### src/rtl/intl_fault_logger.sv
// -----------------------------------------------------------------------------
// intl_fault_logger
//
// Interlock event recorder. Watches the 32-bit interlock state word for bits
// that newly assert, stamps each such event with a free-running cycle counter
// and queues it in a small FIFO for software to drain. Independently latches
// the first event since the last interlock clear for root-cause diagnosis.
//
// Ports
//   i_clk          system clock (shared with the interlock core)
//   i_rst          asynchronous, active-low reset
//   i_intl_state   interlock state word (registered upstream)
//   i_intl_clr     interlock clear pulse, re-arms first-fault capture
//   i_log_flush    empties the FIFO and clears the overflow flag
//   i_pop          consume the FIFO head (ignored when empty)
//   o_ev_valid     FIFO holds at least one entry
//   o_ev_mask      head entry: bits that rose (0 when empty)
//   o_ev_time      head entry: timestamp (0 when empty)
//   o_ev_count     number of stored entries, 0..2**DEPTH_LOG2
//   o_overflow     sticky, an event was dropped on a full FIFO
//   o_first_valid  first-fault registers hold a capture
//   o_first_mask   rising bits of the first fault
//   o_first_time   timestamp of the first fault
//   o_timestamp    free-running cycle counter
// -----------------------------------------------------------------------------
module intl_fault_logger #(
   parameter int DEPTH_LOG2 = 4,
   parameter int TS_WIDTH   = 32
) (
   input  logic                  i_clk,
   input  logic                  i_rst,
   input  logic [31:0]           i_intl_state,
   input  logic                  i_intl_clr,
   input  logic                  i_log_flush,
   input  logic                  i_pop,
   output logic                  o_ev_valid,
   output logic [31:0]           o_ev_mask,
   output logic [TS_WIDTH-1:0]   o_ev_time,
   output logic [DEPTH_LOG2:0]   o_ev_count,
   output logic                  o_overflow,
   output logic                  o_first_valid,
   output logic [31:0]           o_first_mask,
   output logic [TS_WIDTH-1:0]   o_first_time,
   output logic [TS_WIDTH-1:0]   o_timestamp
);

   localparam int                DEPTH    = 1 << DEPTH_LOG2;
   localparam logic [DEPTH_LOG2:0] FULL_CNT = (DEPTH_LOG2+1)'(DEPTH);

   logic [TS_WIDTH-1:0]   ts_p0;
   logic [31:0]           state_p0;
   logic [31:0]           rise;
   logic                  ev;

   logic [31:0]           mem_mask [DEPTH];
   logic [TS_WIDTH-1:0]   mem_time [DEPTH];
   logic [DEPTH_LOG2-1:0] wr_ptr_p0;
   logic [DEPTH_LOG2-1:0] rd_ptr_p0;
   logic [DEPTH_LOG2:0]   cnt_p0;
   logic [DEPTH_LOG2:0]   cnt_nxt;
   logic                  ovf_p0;

   logic                  first_vld_p0;
   logic [31:0]           first_mask_p0;
   logic [TS_WIDTH-1:0]   first_time_p0;

   logic                  not_empty;
   logic                  full;
   logic                  do_pop;
   logic                  do_wr;
   logic                  drop;

   // ---- input stage: edge detect against previous state word ----
   assign rise = i_intl_state & ~state_p0;
   assign ev   = |rise;

   always_ff @(posedge i_clk or negedge i_rst) begin
      if (!i_rst) begin
         state_p0 <= '0;
         ts_p0    <= '0;
      end else begin
         // Previous state tracks every cycle, flush and clear included, so a
         // bit held high across a flush is not re-logged afterwards.
         state_p0 <= i_intl_state;
         ts_p0    <= ts_p0 + 1'b1;
      end
   end

   // ---- FIFO control: flush beats write/pop; a pop frees the slot a write
   //      into a full FIFO needs, so both can happen in one cycle ----
   assign not_empty = (cnt_p0 != '0);
   assign full      = (cnt_p0 == FULL_CNT);
   assign do_pop    = i_pop & not_empty;
   assign do_wr     = ev & (~full | do_pop);
   assign drop      = ev & full & ~do_pop;

   always_comb begin
      cnt_nxt = cnt_p0;
      if (do_wr && !do_pop) begin
         cnt_nxt = cnt_p0 + 1'b1;
      end else if (do_pop && !do_wr) begin
         cnt_nxt = cnt_p0 - 1'b1;
      end
   end

   always_ff @(posedge i_clk or negedge i_rst) begin
      if (!i_rst) begin
         wr_ptr_p0 <= '0;
         rd_ptr_p0 <= '0;
         cnt_p0    <= '0;
         ovf_p0    <= 1'b0;
      end else if (i_log_flush) begin
         wr_ptr_p0 <= '0;
         rd_ptr_p0 <= '0;
         cnt_p0    <= '0;
         ovf_p0    <= 1'b0;
      end else begin
         if (do_wr) begin
            wr_ptr_p0 <= wr_ptr_p0 + 1'b1;
         end
         if (do_pop) begin
            rd_ptr_p0 <= rd_ptr_p0 + 1'b1;
         end
         cnt_p0 <= cnt_nxt;
         if (drop) begin
            ovf_p0 <= 1'b1;
         end
      end
   end

   // ---- FIFO storage: when full and popping, the write slot equals the
   //      slot being vacated, which is safe because the head moves on ----
   always_ff @(posedge i_clk or negedge i_rst) begin
      if (!i_rst) begin
         for (int i = 0; i < DEPTH; i++) begin
            mem_mask[i] <= '0;
            mem_time[i] <= '0;
         end
      end else if (!i_log_flush && do_wr) begin
         mem_mask[wr_ptr_p0] <= rise;
         mem_time[wr_ptr_p0] <= ts_p0;
      end
   end

   // ---- first-fault capture: clear-then-capture when both coincide ----
   always_ff @(posedge i_clk or negedge i_rst) begin
      if (!i_rst) begin
         first_vld_p0  <= 1'b0;
         first_mask_p0 <= '0;
         first_time_p0 <= '0;
      end else if (ev && (i_intl_clr || !first_vld_p0)) begin
         first_vld_p0  <= 1'b1;
         first_mask_p0 <= rise;
         first_time_p0 <= ts_p0;
      end else if (i_intl_clr) begin
         first_vld_p0  <= 1'b0;
         first_mask_p0 <= '0;
         first_time_p0 <= '0;
      end
   end

   // ---- output stage ----
   assign o_ev_valid    = not_empty;
   assign o_ev_mask     = not_empty ? mem_mask[rd_ptr_p0] : '0;
   assign o_ev_time     = not_empty ? mem_time[rd_ptr_p0] : '0;
   assign o_ev_count    = cnt_p0;
   assign o_overflow    = ovf_p0;
   assign o_first_valid = first_vld_p0;
   assign o_first_mask  = first_mask_p0;
   assign o_first_time  = first_time_p0;
   assign o_timestamp   = ts_p0;

endmodule

### config.mk
export PLATFORM = sky130hd
export DESIGN_NAME = intl_fault_logger
export DESIGN_NICKNAME = d
export VERILOG_FILES = /design/src/rtl/intl_fault_logger.sv
export SDC_FILE = /design/constraint.sdc
export NUM_CORES = 2
export LEC_CHECK = 0
export CAP_MARGIN = 20
export CORE_MARGIN = 2
export CORE_UTILIZATION = 40
export DETAILED_ROUTE_END_ITERATION = 16
export PLACE_DENSITY = 0.61
export SYNTH_ARGS = -nofsm -noshare
export SYNTH_HDL_FRONTEND = slang
export SYNTH_SLANG_ARGS = --single-unit
### constraint.sdc
create_clock -name i_clk -period 4.1 [get_ports i_clk]
set_clock_uncertainty 0.05 [all_clocks]
set_input_delay 0.82 -clock i_clk [delete_from_list [all_inputs] [get_ports i_clk]]
set_output_delay 0.82 -clock i_clk [all_outputs]
set_load 0.05 [all_outputs]
==> reports/results.txt <==
pwr/cell area -> 538 nW/um^2
sequential power share -> 0.404
total gr overflow -> 0
CP max stage delay -> 520 ps
Leak -> 27.9 nW
Logic pwr share -> 0.238
cell taking the most area after synthesis -> dfrtp_1
CTS buffer count -> 121
DR vias/cell -> 5.48
Syn Nets -> 3953
Arr. time, crit path -> 3200 ps
CP Capture Type -> output pin
clk_lat worst skew -> 750 ps
Critical Path Slowest Stage Cell -> mux4_2
worst setup path category -> flip-flop to output pin
post-synthesis register bit count -> 1167
Cell variety after synth -> 44
Clock transition at path regs -> 60 ps
RR Endpoint -> o_ev_count[4]$_DFFE_PN0P_
max cap viols -> 0
Syn-to-layout area delta -> 18.7%
CP Launch Type -> flip-flop
largest net degree at the start of global routing -> 131
Critical Path RT -> 3230 ps
cell count after synthesis -> 3905
std cell rows -> 131
first-pass GRT wire length -> 214000 um
area of the multi-input gates -> 20600 um^2
number of global-route vias before repair -> 33192
Tcrit/Tclk final -> 0.992
DR pass1 iterations -> 8
IO Port Bufs -> 204
cell-internal power -> 23.3 mW
final-stage net count -> 4104
worst IR drop on VDD -> 0.456 mV
worst hold stages -> 2
Antenna Cells -> 0
CTS sink count -> 1167
# H-tree levels -> 3
top-count cell post-synth -> dfrtp_1
RePlAce Congestion -> 0.760
final wirelength -> 139000 um
unrepaired setup endpoints after global routing -> yes
Final Max Slew Viols -> 0
DR vias -> 31921
Synth warnings -> 0
synth cell count leaders -> dfrtp_1 (1167), nand2_1 (612), o21ai_0 (367)
fill cell count -> 11136
gr usage total -> 0.214
sequential area share after synthesis -> 0.566
Total Power -> 33.0 mW
die height -> 363 um
clock buffer depth -> 3
Antenna Nets Post-Route -> 0
I/O pins -> 205
final hold vios -> 0
outcome -> finished, final reports clean
ys async rst share -> 1.00
CTS tree -> built
sequential cell area -> 29200 um^2
Top FF cell, synth -> dfrtp_1
core area -> 128000 um^2
overall die area -> 132000 um^2
WL/cell -> 23.8 um
Sw Pwr -> 9.69 mW
Mapped Area -> 51600 um^2
Final min period -> 4070 ps
Max-slew headroom -> 0.339
Slew @ Worst Pin -> 992 ps
ratio of cells with drive above 1 in the final layout -> 0.275
Starting Density -> 0.404
Sw Share -> 0.294
reg-to-reg startpoint -> o_ev_count[1]$_DFFE_PN0P_
Post-DP HPWL -> 83200 um
initial antenna violation count -> 4
register-to-register setup slack -> 950 ps
clock network power share -> 0.358
worst-path fanout max -> 8
achievable frequency -> 246 MHz
top cell type's share of synthesized area -> 0.566
Worst R2R Path Depth -> 12
width of the die -> 363 um
DRT iter0 DRCs -> 2463
number of enable flip-flop cells after synthesis -> 0
CTS root buffer -> clkbuf_16
Finish-stage setup viols -> 0
Worst Hold Path EP -> mem_time[0]$_DFFE_PN0P_
Fin Hold WS -> 424 ps
Worst Hold Class -> flip-flop to flip-flop
Remaining DRCs -> 0
Worst Hold Launch -> mem_time[0]$_DFFE_PN0P_
ranking of synthesized cells by area -> dfrtp_1 (57%), mux4_2 (14%), mux2_2 (6.1%)
worst path cell trace -> buf_12, buf_16, buf_12, buf_16, mux4_2, mux4_2, and2_4, buf_6
Avg Synthesized Cell Area -> 13.2 um^2
## cells by family (layout without fill, tap and decap cells)
logic type | after synthesis | in the layout | synth area share
fa+ha+maj | 11 | 11 | 0.00281
mux | 818 | 818 | 0.248
simple gates | 865 | 865 | 0.0757
compound gates | 601 | 601 | 0.0631
buf+inv | 406 | 662 | 0.0382
flops | 1167 | 1167 | 0.566
xor+xnor | 37 | 37 | 0.00628
## power by group through the flow
stage	clock, mW	combinational [mW]	sequential, mW
2_1_floorplan	0	4.56	13.4
3_3_place_gp	0	6.82	13.5
3_5_place_dp	0	6.89	13.5
4_1_cts	12.0	7.80	13.3
5_1_grt	12.5	8.45	13.4
6_report	11.8	7.84	13.3
## flip-flops by register name, summed over array words and instances, names as in the netlist
register	cells
mem_mask	512
o_first_mask	32
wr_ptr_p0	4
mem_time	512
rd_ptr_p0	4
o_overflow	1
state_p0	32
o_first_time	32
o_first_valid	1
o_timestamp	32
o_ev_count	5
## critical path, delay by kind of cell (launching register included)
kind / cells / cell delay [ps]
muxes: 2 / 1030
DFF: 1 / 440
and+or+nand+nor: 1 / 180
buffers and inverters: 5 / 770
## worst max-delay path by stage
stage	startpoint	cells after the start	slack [ps]	endpoint
3_5_place_dp	i_intl_state[21]	9	160	mem_mask[335]$_DFFE_PN0P_
4_1_cts	rd_ptr_p0[0]$_DFFE_PN0P_	7	-40	o_ev_time[0]
5_1_grt	rd_ptr_p0[0]$_DFFE_PN0P_	8	-30	o_ev_mask[8]
6_report	rd_ptr_p0[0]$_DFFE_PN0P_	8	30	o_ev_mask[7]
3_3_place_gp	i_intl_state[21]	8	200	mem_time[254]$_DFFE_PN0P_
2_1_floorplan	rd_ptr_p0[0]$_DFFE_PN0P_	6	550	o_ev_time[13]
## cell usage in the layout (no fill, tap or decap), types with 16 or more instances in the layout
| master | instances |
|---|---|
| nand3b_1 | 67 |
| o211ai_4 | 16 |
| and2_1 | 42 |
| bufinv_16 | 16 |
| buf_6 | 33 |
| buf_4 | 158 |
| o21ai_0 | 367 |
| clkinv_2 | 25 |
| clkdlybuf4s50_1 | 138 |
| mux4_2 | 320 |
| nand2_1 | 612 |
| and2_4 | 21 |
| buf_16 | 19 |
| clkbuf_8 | 27 |
| clkbuf_1 | 25 |
| nor2_1 | 25 |
| xnor2_1 | 26 |
| nand2b_1 | 39 |
| buf_12 | 70 |
| mux2_1 | 215 |
| dfrtp_1 | 1163 |
| mux2_2 | 281 |
| o21ai_1 | 202 |
| clkbuf_16 | 129 |
## per-stage QoR
stage	cell area, um^2	instances	setup TNS, ps	utilization	setup WS [ps]
after floorplan	51600	3905	0	-	545
after global placement	56000	5563	0	0.438	201
after detailed placement	56000	5563	0	0.438	164
after CTS	61100	5819	-231	0.478	-37.3
after global routing	61300	5823	-72.3	0.479	-25.5
final	61300	5823	0	0.479	32.9
## per-layer routing
layer  global-route usage  wire length, um  up-vias
met4               0.0596             3500        0
met3               0.0316             6440      198
met1                0.303            62300    16844
met5                    0                0        -
li1                     -                -    14206
met2                0.344            66400      673
## cell type report
| class | instances | area share |
|---|---|---|
| sequential | 1167 | 0.477 |
| multi-input combinational | 2332 | 0.335 |
| timing repair buffer | 429 | 0.0831 |
| clock buffer | 175 | 0.0578 |
| tap | 1662 | 0.0339 |
| clock inverter | 53 | 0.0126 |
| inverter | 5 | 0.000306 |
## what timing repair did
action,in CTS,in global routing
resized for setup,72,18
hold endpoints to repair,34,0
cloned,12,6
setup buffers,16,0
hold buffers,1,0
setup endpoints to repair,60,24
(Power assumes the default switching activity.)
